`config.mk`:
```
export PLATFORM = sky130hd
export DESIGN_NAME = fp_to_int
export DESIGN_NICKNAME = d
export VERILOG_FILES = /design/src/rtl/fp_to_int.sv
export SDC_FILE = /design/constraint.sdc
export NUM_CORES = 1
export LEC_CHECK = 0
export CAP_MARGIN = 20
export CELL_PAD_IN_SITES_DETAIL_PLACEMENT = 2
export CELL_PAD_IN_SITES_GLOBAL_PLACEMENT = 2
export CORE_MARGIN = 5
export CORE_UTILIZATION = 33
export CTS_CLUSTER_DIAMETER = 60
export CTS_CLUSTER_SIZE = 14
export DETAILED_ROUTE_END_ITERATION = 7
export GPL_TIMING_DRIVEN = 0
export PLACE_DENSITY_LB_ADDON = 0.3
export RECOVER_POWER = 100
export SYNTH_ARGS = -nofsm -noshare
export SYNTH_HDL_FRONTEND = slang
export SYNTH_SLANG_ARGS = --single-unit
```
`constraint.sdc`:
```
create_clock -name clk -period 2.1 [get_ports clk]
set_input_delay 0.63 -clock clk [delete_from_list [all_inputs] [get_ports clk]]
set_output_delay 0.63 -clock clk [all_outputs]
set_load 0.03 [all_outputs]
```
`src/rtl/fp_to_int.sv`:
```
// fp_to_int: multi-cycle IEEE-754 single to integer converter, truncating toward zero with saturation
module fp_to_int #(
  parameter int INT_WIDTH    = 32,
  parameter bit INT_UNSIGNED = 1'b1,
  parameter int FP_WIDTH     = 32
) (
  input  logic                 clk,
  input  logic                 rst,
  input  logic [FP_WIDTH-1:0]  in,
  input  logic                 ready,
  output logic [INT_WIDTH-1:0] out,
  output logic                 valid,
  output logic                 sat
);
  localparam int MW = (INT_WIDTH > 24 ? INT_WIDTH : 24) + 1;
  localparam logic [1:0] IDLE = 2'd0, UNPACK = 2'd1, ALIGN = 2'd2, PACK = 2'd3;
  localparam logic signed [9:0] EW  = 10'(INT_WIDTH);
  localparam logic signed [9:0] EW1 = 10'(INT_WIDTH - 1);
  localparam logic signed [9:0] E23 = 10'sd23;
  localparam logic [INT_WIDTH-1:0] SMIN = {1'b1, {(INT_WIDTH-1){1'b0}}};
  localparam logic [INT_WIDTH-1:0] MAXV = INT_UNSIGNED ? '1 : ~SMIN;
  localparam logic [INT_WIDTH-1:0] MINV = INT_UNSIGNED ? '0 : SMIN;
  if (FP_WIDTH != 32) begin : g_fp_chk
    $error("fp_to_int: only FP_WIDTH=32 is supported");
  end
  if (INT_WIDTH < 8 || INT_WIDTH > 64) begin : g_int_chk
    $error("fp_to_int: INT_WIDTH must be within 8..64");
  end
  logic [1:0]           state;
  logic [31:0]          in_r;
  logic                 s_r, nan_r, inf_r, zero_r;
  logic signed [9:0]    e_r;
  logic [22:0]          m_r;
  logic [MW-1:0]        mag, mext;
  logic [INT_WIDTH-1:0] trunc, res;
  logic                 res_sat;
  assign mext  = {{(MW-24){1'b0}}, 1'b1, m_r};
  assign trunc = mag[INT_WIDTH-1:0];
  // result selection for PACK, in rule priority order (NaN, Inf, small, sign, range)
  always_comb begin
    res = s_r ? -trunc : trunc;
    res_sat = 1'b0;
    if (nan_r) begin
      res = '0;
      res_sat = 1'b1;
    end else if (inf_r) begin
      res = s_r ? MINV : MAXV;
      res_sat = 1'b1;
    end else if (zero_r) begin
      res = '0;
    end else if (INT_UNSIGNED && s_r) begin
      res = '0;
      res_sat = 1'b1;
    end else if (INT_UNSIGNED && e_r >= EW) begin
      res = MAXV;
      res_sat = 1'b1;
    end else if (!INT_UNSIGNED && !s_r && e_r >= EW1) begin
      res = MAXV;
      res_sat = 1'b1;
    end else if (!INT_UNSIGNED && s_r && (e_r > EW1 || (e_r == EW1 && trunc != SMIN))) begin
      res = MINV;
      res_sat = 1'b1;
    end
  end
  // four-state conversion sequencer with synchronous active-low reset
  always_ff @(posedge clk) begin
    if (!rst) begin
      state  <= IDLE;
      in_r   <= '0;
      s_r    <= 1'b0;
      nan_r  <= 1'b0;
      inf_r  <= 1'b0;
      zero_r <= 1'b0;
      e_r    <= '0;
      m_r    <= '0;
      mag    <= '0;
      out    <= '0;
      valid  <= 1'b0;
      sat    <= 1'b0;
    end else begin
      valid <= 1'b0;
      case (state)
        IDLE: if (ready) begin
          in_r  <= 32'(in);
          state <= UNPACK;
        end
        UNPACK: begin
          s_r    <= in_r[31];
          e_r    <= $signed({2'b00, in_r[30:23]}) - 10'sd127;
          m_r    <= in_r[22:0];
          nan_r  <= &in_r[30:23] && |in_r[22:0];
          inf_r  <= &in_r[30:23] && ~|in_r[22:0];
          zero_r <= in_r[30:23] < 8'd127;
          state  <= ALIGN;
        end
        ALIGN: begin
          mag   <= (e_r >= E23) ? mext << (e_r - E23) : mext >> (E23 - e_r);
          state <= PACK;
        end
        default: begin
          out   <= res;
          sat   <= res_sat;
          valid <= 1'b1;
          state <= IDLE;
        end
      endcase
    end
  end
endmodule

```
==> results.cfg, run 1 <==
[outcome]
status = finished, violations left
violations = negative setup slack

[timing]
holdWs_ns = 0.463
tightestPinTransition_ns = 0.800
finalWorstSetupSlack_ns = -0.463
setup_viol = 68
final-max-slew-violation-count = 0
fin_crit_ns = 2.56
hold_violations = 0
maxSlewHeadroom_pct = 46.7
rsz0062_at_grt = yes
finClkSkew_ns = 0.0148
post-route-period-util_pct = 122
fmax_mhz = 390

[pwr]
p_total_w = 0.0109
p_sw_share_pct = 43.1
clock_power_share_pct = 28.6
power.density_nw_per_um2 = 858
switchingPower_w = 0.00469
p_leak_nw = 4.35
combPwrFrac_pct = 43.6
vdd_ir_drop_max_mv = 0.516
p_seq_share_pct = 27.8
p_int_w = 0.00619

[final_layout]
layout.cells.non_filler = 1556
layout_commonest_cell = dfxtp_1
antenna_cells = 0
nFillCells = 2735
nNetsFinal = 1252
area_growth_syn_to_layout_pct = 47.3
final_cell_mix = dfxtp_1, nand2_1, nor2_1, buf_4, a21boi_0
seq_area_um2 = 2740
fin_area_um2 = 12700
multi_input_area_um2 = 6720
drive_above_1_share_pct = 34.3

[grt]
grtUsageMet2_pct = 54.4
grt_max_degree = 17
grt_pass1_vias = 10300
grt_remaining_overflow = 0
top_usage_layer = met2
grt.met1_usage_pct = 36.6
grtUsageMet3_pct = 4.78
grt_usage_pct = 31.0
antenna_found_initial = 0
grt_first_pass_wirelength_mm = 68.6

[flow_run]
max_cap_viol_count = 0

[placement]
placed_cell_area_um2 = 9730
placedCellCount = 1426
dpl_worst_slack_ns = -0.833
gp_congestion = 0.935
port_buffers = 67
dp_hpwl_mm = 25.7

[clocking]
insertion_delay_ns = 0.45
cts.sinks = 136
hold_buffers = 0
cts_root_buffer = clkbuf_16
clk_pin_slew_ns = 0.08
numCtsBuffers = 17
cts_tree = built
h-tree-depth = 4
cts_buffer_depth = 2

[routing]
firstDrtPassIters = 5
routedWlPerCell_um = 34.3
vias = 10100
drtIter0Drc = 952
via_per_inst = 6.50
route.detailed.drc = 0
final_antenna_net_count = 0
wirelength_mm = 53.4

[logic_synthesis]
synth-main-ff-cell = dfxtp_1
ys_warn_count = 0
yosysSeqAreaShare_pct = 31.6
ys_ff_latch = 136
syn_nets = 1068
synth_cells = 1024
syn_area_um2 = 8610
ys_types = 71
synth_area_per_cell_um2 = 8.41
synth_edf_count = 0
async_flop_share_pct = 0

[floorplanning]
die_w_um = 172
fp.dieH_um = 172
core-area_um2 = 25800
ios = 69
rows = 59
start_util_pct = 33.3
die-area_um2 = 29400

[worst_setup_path]
endpoint_kind = register
cp_max_fo = 10
worstPathRequired_ns = 2.48
arrival_ns = 2.94
cp-start-kind = register
slowest_stage = dfxtp_1
path_class = register to register
critical_path.top_delay_family = compound AO/OA/AOI/OAI gates
slowest_delay_ns = 0.69
worstPathCellList = mux2i_1 -> mux2_2 -> a221oi_4 -> nor2_1 -> a2111oi_4 -> a221o_1
ff2ff_setup_slack_ns = -0.46
crit_buf_inv = 0

[hold_path]
hold_class = register to register
## kinds of logic (layout without fill, tap and decap cells)
family                   after synthesis  count (layout)  synth area share, %
flip-flops                           136             136                 31.6
buffers and inverters                102             299                 5.00
adder cells (fa/ha/maj)                9               9                 1.31
multiplexers                         113             113                 18.2
XOR/XNOR                              12              12                 1.53
AND/OR/NAND/NOR                      382             382                 20.9
AO/OA/AOI/OAI                        270             270                 21.4
## repair_timing
item	4_1_cts	5_1_grt
pin swaps	56	63
gates cloned	2	0
setup endpoints to repair	111	93
setup buffers	75	31
resized for setup	275	169
## state kept, by name, indices dropped and copies added, names as in the netlist
name,flops
mag,32
state,2
in_r,32
out,32
sat,1
m_r,23
inf_r,1
s_r,1
valid,1
nan_r,1
zero_r,1
e_r,9
## worst register-to-register path, delay by kind of cell (launching register included)
kind	cells	cell delay, ns
compound gates	3	1.08
flops	1	0.69
mux	2	0.54
simple gates	1	0.19
## cell type report
class,instances,share of cell area [%]
multi-input cells,786,53.0
flip-flops and latches,136,21.6
repair buffers,172,12.1
plain buffers,85,5.26
clock buffers,17,3.35
well taps,335,3.31
clock inverters,15,1.03
inverters,10,0.385
## metal layers
| metal | wire (um) | part of all wire [%] | up-vias |
|---|---|---|---|
| li1 | - | - | 4064 |
| met1 | 20200 | 38 | 5185 |
| met2 | 25700 | 48 | 617 |
| met3 | 3080 | 5.8 | 252 |
| met4 | 4380 | 8.2 | 0 |
| met5 | 0 | 0 | - |
## path summary, 6_finish.rpt
kind / startpoint / end / cells after the start
max: m_r[19] / mag[15] / 6
min: mag[24] / mag[24] / 2
max reg2reg: m_r[19] / mag[15] / 6
min reg2reg: mag[24] / mag[24] / 2
## metrics by stage
| step | TNS (ns) | utilization (%) |
|---|---|---|
| final | -11.28 | 49.1 |
| after global routing | -14.07 | 49.1 |
| after CTS | -1.13 | 46.6 |
| after detailed placement | -56.63 | 37.7 |
| after global placement | -47.81 | 37.7 |
| after floorplan | 0 | - |
## cells in the mapped netlist, types with 4 or more instances
cell / count / area, um2
buf_2: 20 / 100
ha_1: 9 / 113
buf_4: 4 / 30.0
o21a_1: 5 / 37.5
mux2i_1: 71 / 711
nand4_1: 6 / 37.5
inv_1: 9 / 33.8
o21ai_0: 72 / 360
a211oi_1: 6 / 45.0
a21oi_1: 42 / 210
dfxtp_1: 136 / 2720
and2_1: 6 / 37.5
nor4_1: 9 / 56.3
nor3_1: 10 / 50.1
xnor2_1: 7 / 61.3
o211ai_1: 5 / 37.5
nor2_1: 99 / 372
mux4_2: 34 / 766
nand2b_1: 40 / 250
o22ai_1: 5 / 31.3
a21boi_0: 66 / 495
a32oi_1: 5 / 43.8
nand3_1: 26 / 130
o221a_2: 7 / 78.8
nand2_1: 130 / 488
clkbuf_1: 59 / 221
a31oi_1: 7 / 43.8
and3_1: 4 / 25.0
nor2b_1: 36 / 225
o221ai_1: 4 / 35.0
o211a_1: 7 / 70.1
mux2_2: 7 / 78.8
buf_1: 8 / 30.0
o31ai_1: 8 / 60.1
## power by group through the flow
stage	registers, W	logic (W)	clock network (W)
floorplan	0.00295	0.00188	0
global placement	0.00298	0.00266	0
detailed placement	0.00299	0.00274	0
CTS	0.00296	0.00374	0.00300
global route	0.00303	0.00486	0.00320
finish	0.00303	0.00475	0.00311
No activity file was read; power rests on OpenSTA's default activity.
==> inputs of run 2 (changes only) <==
ABC_AREA = 1   (was default)
CORE_UTILIZATION = 29   (was 33)
SETUP_SLACK_MARGIN = 0.3   (was default)
==> results.cfg, run 2 <==
[timing]
finClkSkew_ns = 0.0136
finalSetupTns_ns = -15.97
fin_crit_ns = 2.69
hold_violations = 0
tightestPinTransition_ns = 0.968
post-route-period-util_pct = 128
rsz0062_at_grt = yes
finalWorstSetupSlack_ns = -0.594
setup_viol = 32
maxSlewHeadroom_pct = 34.8
final-max-slew-violation-count = 0
fmax_mhz = 371

[routing]
route.detailed.drc = 0
routedWlPerCell_um = 23.1
via_per_inst = 5.52
wirelength_mm = 43.0
final_antenna_net_count = 0
vias = 10300
drtIter0Drc = 470
firstDrtPassIters = 5

[logic_synthesis]
yosys-top-cells-count = nand2_1, nand3_1, o21ai_0
post-synth-top-count-cell = nand2_1
synth_top_area_share_pct = 32.6
synth_edf_count = 0
ys_warn_count = 0
ys_ff_latch = 136
syn_area_um2 = 8360
synth_area_leader_cell = dfxtp_1
synth_cells = 1350
async_flop_share_pct = 0
yosysSeqAreaShare_pct = 32.6
syn_nets = 1394
synth_area_per_cell_um2 = 6.19
ys_types = 34
synth-main-ff-cell = dfxtp_1
ys_top_cells_by_area = dfxtp_1, nand2_1, nand3_1, o21ai_0, a21oi_1

[clocking]
numCtsBuffers = 17
clk_pin_slew_ns = 0.07
cts_root_buffer = clkbuf_16
hold_buffers = 0
h-tree-depth = 4
cts_tree = built
cts_buffer_depth = 2
insertion_delay_ns = 0.45
cts.sinks = 136

[worst_setup_path]
endpoint_kind = register
critPathLaunch = e_r[3]
slowest_stage = dfxtp_4
worstPathCellList = buf_12 -> inv_12 -> buf_12 -> ha_4 -> nand4_1 -> nand2_1 -> nand2_1 -> nand2_2 -> nor2_4 -> buf_12 -> buf_8 -> clkbuf_16 -> nand3_4 -> nand3_2 -> nand3_2 -> nand3_2 -> a21oi_2 -> nor2_1
slowest_delay_ns = 0.37
worstPathRequired_ns = 2.42
path_class = register to register
r2r-start = e_r[3]
cp_max_fo = 6
cp-start-kind = register
arrival_ns = 3.02

[hold_path]
hold_class = register to register
min_from = out[10]

[flow_run]
max_cap_viol_count = 0

[pwr]
power.density_nw_per_um2 = 1620
vdd_ir_drop_max_mv = 0.630
p_total_w = 0.0185
p_leak_nw = 4.61

[grt]
grt_max_degree = 17
grt_remaining_overflow = 0
grt_first_pass_wirelength_mm = 64.1
grt_pass1_vias = 11100
antenna_found_initial = 0
grt_usage_pct = 25.2

[final_layout]
drive_above_1_share_pct = 22.5
area_growth_syn_to_layout_pct = 36.8
layout_commonest_cell = nand2_1
antenna_cells = 0
fin_util_pct = 40.0
nNetsFinal = 1509
final_cell_mix = nand2_1, o21ai_0, dfxtp_1, a21oi_1, nand3_1
reg_top3 = in_r (32), mag (32), out (32)
fin_area_um2 = 11400

[placement]
placed_cell_area_um2 = 9640
dpl_worst_slack_ns = -0.750
port_buffers = 68
gp_congestion = 0.956
dp_hpwl_mm = 30.4

[floorplanning]
die-area_um2 = 32300
start_util_pct = 29.3
ios = 69
rows = 62
core-area_um2 = 28500
fp.dieH_um = 180
die_w_um = 180

[outcome]
violations = negative setup slack
status = finished, violations left
==> run 2: cell count changes after synthesis, moves of 66 or more <==
| cell | before | now |
|---|---|---|
| nand2_1 | 130 | 329 |
| nand3_1 | 26 | 222 |
| a21oi_1 | 42 | 142 |
| o21ai_0 | 72 | 161 |
| inv_1 | 9 | 92 |
| mux2i_1 | 71 | 0 |
| a21boi_0 | 66 | 0 |
==> run 2: through the flow <==
| stage | std cells | hold slack, ns |
|---|---|---|
| after global routing | 1862 | 0.482 |
| after global placement | 1802 | 0.453 |
| final | 1862 | 0.466 |
| after floorplan | 1350 | 0.438 |
| after detailed placement | 1802 | 0.459 |
| after CTS | 1856 | 0.471 |
==> run 2: power breakdown <==
part	internal, W	switching (W)	total, W
Sequential	0.00324	0.000522	0.00376
Combinational	0.00350	0.00811	0.0116
Clock	0.00159	0.00152	0.00311
Total	0.00833	0.0102	0.0185
==> run 2: final timing paths <==
path / depth (start not counted) / slack, ns / end
min: 2 / 0.47 / out[10]
max: 18 / -0.59 / mag[21]
max reg2reg: 18 / -0.59 / mag[21]
min reg2reg: 2 / 0.47 / out[10]
==> run 2: cell families (layout without fill, tap and decap cells) <==
kind of cell,after synthesis,after routing,share of synthesized area (%)
simple gates,672,672,35.5
compound gates,326,326,20.0
fa+ha+maj,9,9,1.35
flops,136,136,32.6
xor+xnor,8,8,0.839
buf+inv,199,327,9.75
==> run 2: critical path: cells and delay by family, from the launching register on <==
kind | cells | cell delay [ns]
fa+ha+maj | 1 | 0.12
compound gates | 1 | 0.17
flops | 1 | 0.37
buf+inv | 6 | 0.71
simple gates | 10 | 1.19
==> run 2: what timing repair did <==
action	4_1_cts	5_1_grt
gates resized for setup	254	143
pin swaps	34	46
cloned	1	2
setup endpoints to repair	164	89
endpoints found under the hold margin	0	0
setup buffers	21	4
==> run 2: cell type report <==
class / instances / area, um2
sequential: 136 / 2730
fill: 3420 / 17100
multi-input combinational: 1015 / 5880
tap: 384 / 480
buffer: 97 / 553
clock inverter: 15 / 153
timing repair buffer: 96 / 796
inverter: 102 / 405
clock buffer: 17 / 425
==> run 2: metal layers <==
metal / part of all wire, % / GRT usage (%) / wire [um] / vias to the layer above
li1: - / - / - / 4773
met1: 43 / 31.1 / 18400 / 5141
met2: 50 / 44.5 / 21400 / 271
met3: 3.9 / 3.56 / 1680 / 90
met4: 3.4 / 9.39 / 1480 / 0
met5: 0 / 0 / 0 / -
==> inputs of run 3 (changes only) <==
CORE_UTILIZATION = 32   (was 29)
clock period = 2.55 ns   (was 2.1 ns; I/O delays follow)
==> results.cfg, run 3 (synthesized netlist as in run 2, its figures left out) <==
[clocking]
insertion_delay_ns = 0.46
cts_root_buffer = clkbuf_16
h-tree-depth = 4
hold_buffers = 0
cts_tree = built
cts_buffer_depth = 2
numCtsBuffers = 17
cts.sinks = 136
clk_pin_slew_ns = 0.08

[floorplanning]
ios = 69
die-area_um2 = 29400
fp.dieH_um = 172
core-area_um2 = 25900
start_util_pct = 32.2
die_w_um = 172
rows = 59

[final_layout]
nFillCells = 3104
reg_top3 = in_r (32), mag (32), out (32)
fin_util_pct = 41.3
layout_commonest_cell = nand2_1
final_cell_mix = nand2_1, nand3_1, o21ai_0, dfxtp_1, a21oi_1
fin_area_um2 = 10700
nNetsFinal = 1501
drive_above_1_share_pct = 14.8
antenna_cells = 0
area_growth_syn_to_layout_pct = 28.2

[timing]
setup_viol = 18
fin_crit_ns = 2.73
maxSlewHeadroom_pct = 49.6
final-max-slew-violation-count = 0
tightestPinTransition_ns = 0.748
fmax_mhz = 366
holdWs_ns = 0.464
rsz0062_at_grt = yes
finClkSkew_ns = 0.0246
hold_violations = 0
post-route-period-util_pct = 107
finalWorstSetupSlack_ns = -0.183

[routing]
firstDrtPassIters = 5
drtIter0Drc = 627
via_per_inst = 5.81
final_antenna_net_count = 0
vias = 10500
route.detailed.drc = 0
wirelength_mm = 44.5
routedWlPerCell_um = 24.6

[grt]
grt_usage_pct = 29.5
grt_pass1_vias = 11100
grt_remaining_overflow = 0
grt_first_pass_wirelength_mm = 66.8
antenna_found_initial = 1
grt_max_degree = 17

[worst_setup_path]
arrival_ns = 3.11
path_class = register to register
r2r-start = e_r[3]
endpoint_kind = register
ff2ff_path_depth = 13
worstPathRequired_ns = 2.92
ff2ff_setup_slack_ns = -0.18
rr_endpoint = mag[0]
cp-start-kind = register
cp_max_fo = 10

[hold_path]
min_from = out[25]
hold_depth = 2
holdPathEnd = out[25]
hold_class = register to register

[pwr]
p_total_w = 0.0145
power.density_nw_per_um2 = 1360
vdd_ir_drop_max_mv = 0.444
p_leak_nw = 4.43

[placement]
port_buffers = 68
placed_cell_area_um2 = 9460
dp_hpwl_mm = 30.5
gp_congestion = 0.962
dpl_worst_slack_ns = -0.740

[flow_run]
max_cap_viol_count = 0

[outcome]
status = finished, violations left
violations = negative setup slack
run 3: changes by cell type in the layout (fill, tap and decap cells not counted), sizes merged:
cell / before / now
clkinvlp: 2 / 4
buf: 69 / 63
clkbuf: 102 / 95
clkdlybuf4s25: 4 / 0
dlygate4sd3: 1 / 10
bufinv: 0 / 1
inv: 110 / 107
run 3: repair_timing:
| action | CTS | global route |
|---|---|---|
| gates resized for setup | 130 | 73 |
| setup buffers | 14 | 4 |
| cloned | 2 | 0 |
| pin swaps | 31 | 26 |
| endpoints found under the setup margin | 89 | 84 |
run 3: how the worst max path moves through the flow:
stage	start	to	slack, ns	cells past startpoint
6_report	e_r[3]	mag[0]	-0.18	13
5_1_grt	e_r[3]	mag[0]	-0.20	13
4_1_cts	e_r[3]	mag[25]	0.01	21
3_5_place_dp	e_r[3]	mag[3]	-0.74	15
3_3_place_gp	e_r[3]	mag[3]	-0.65	15
2_1_floorplan	e_r[3]	mag[7]	0.32	14
run 3: through the flow:
stage,TNS [ns],instances
floorplan,0,1350
global placement,-18.74,1753
detailed placement,-23.82,1753
CTS,0,1801
global route,-3.71,1805
finish,-1.02,1805
run 3: worst max-delay path, cell delays in order, from the launching register on:
cell	delay [ns]
dfxtp_4	0.36
buf_4	0.14
nand2_1	0.17
nand3_1	0.20
o21ai_4	0.37
nand2_2	0.22
inv_6	0.14
buf_6	0.15
nand3_1	0.11
nand3_2	0.13
nand3_2	0.12
a21oi_1	0.18
nand2_1	0.16
a21oi_2	0.19
run 3: power by group:
group | internal [W] | switching, W | leakage [nW]
clock | 0.00141 | 0.00129 | 0.286
combinational | 0.00237 | 0.00632 | 3.03
sequential | 0.00267 | 0.000469 | 1.11
total | 0.00645 | 0.00808 | 4.43
run 3: area by class of cell:
type	count	area [um2]	share of cell area [%]
Buffer	97	495	4.63
Multi-Input combinational cell	1015	5340	49.8
Timing Repair Buffer	88	727	6.79
Sequential cell	136	2730	25.5
Clock buffer	17	425	3.97
Inverter	102	402	3.75
Tap cell	335	419	3.91
Clock inverter	15	174	1.62
run 3: routing by layer:
| layer | GRT usage [%] | wire length, um |
|---|---|---|
| met1 | 36.7 | 18800 |
| met2 | 52.2 | 22400 |
| met3 | 3.70 | 1740 |
| met4 | 10.9 | 1530 |
| met5 | 0 | 13 |
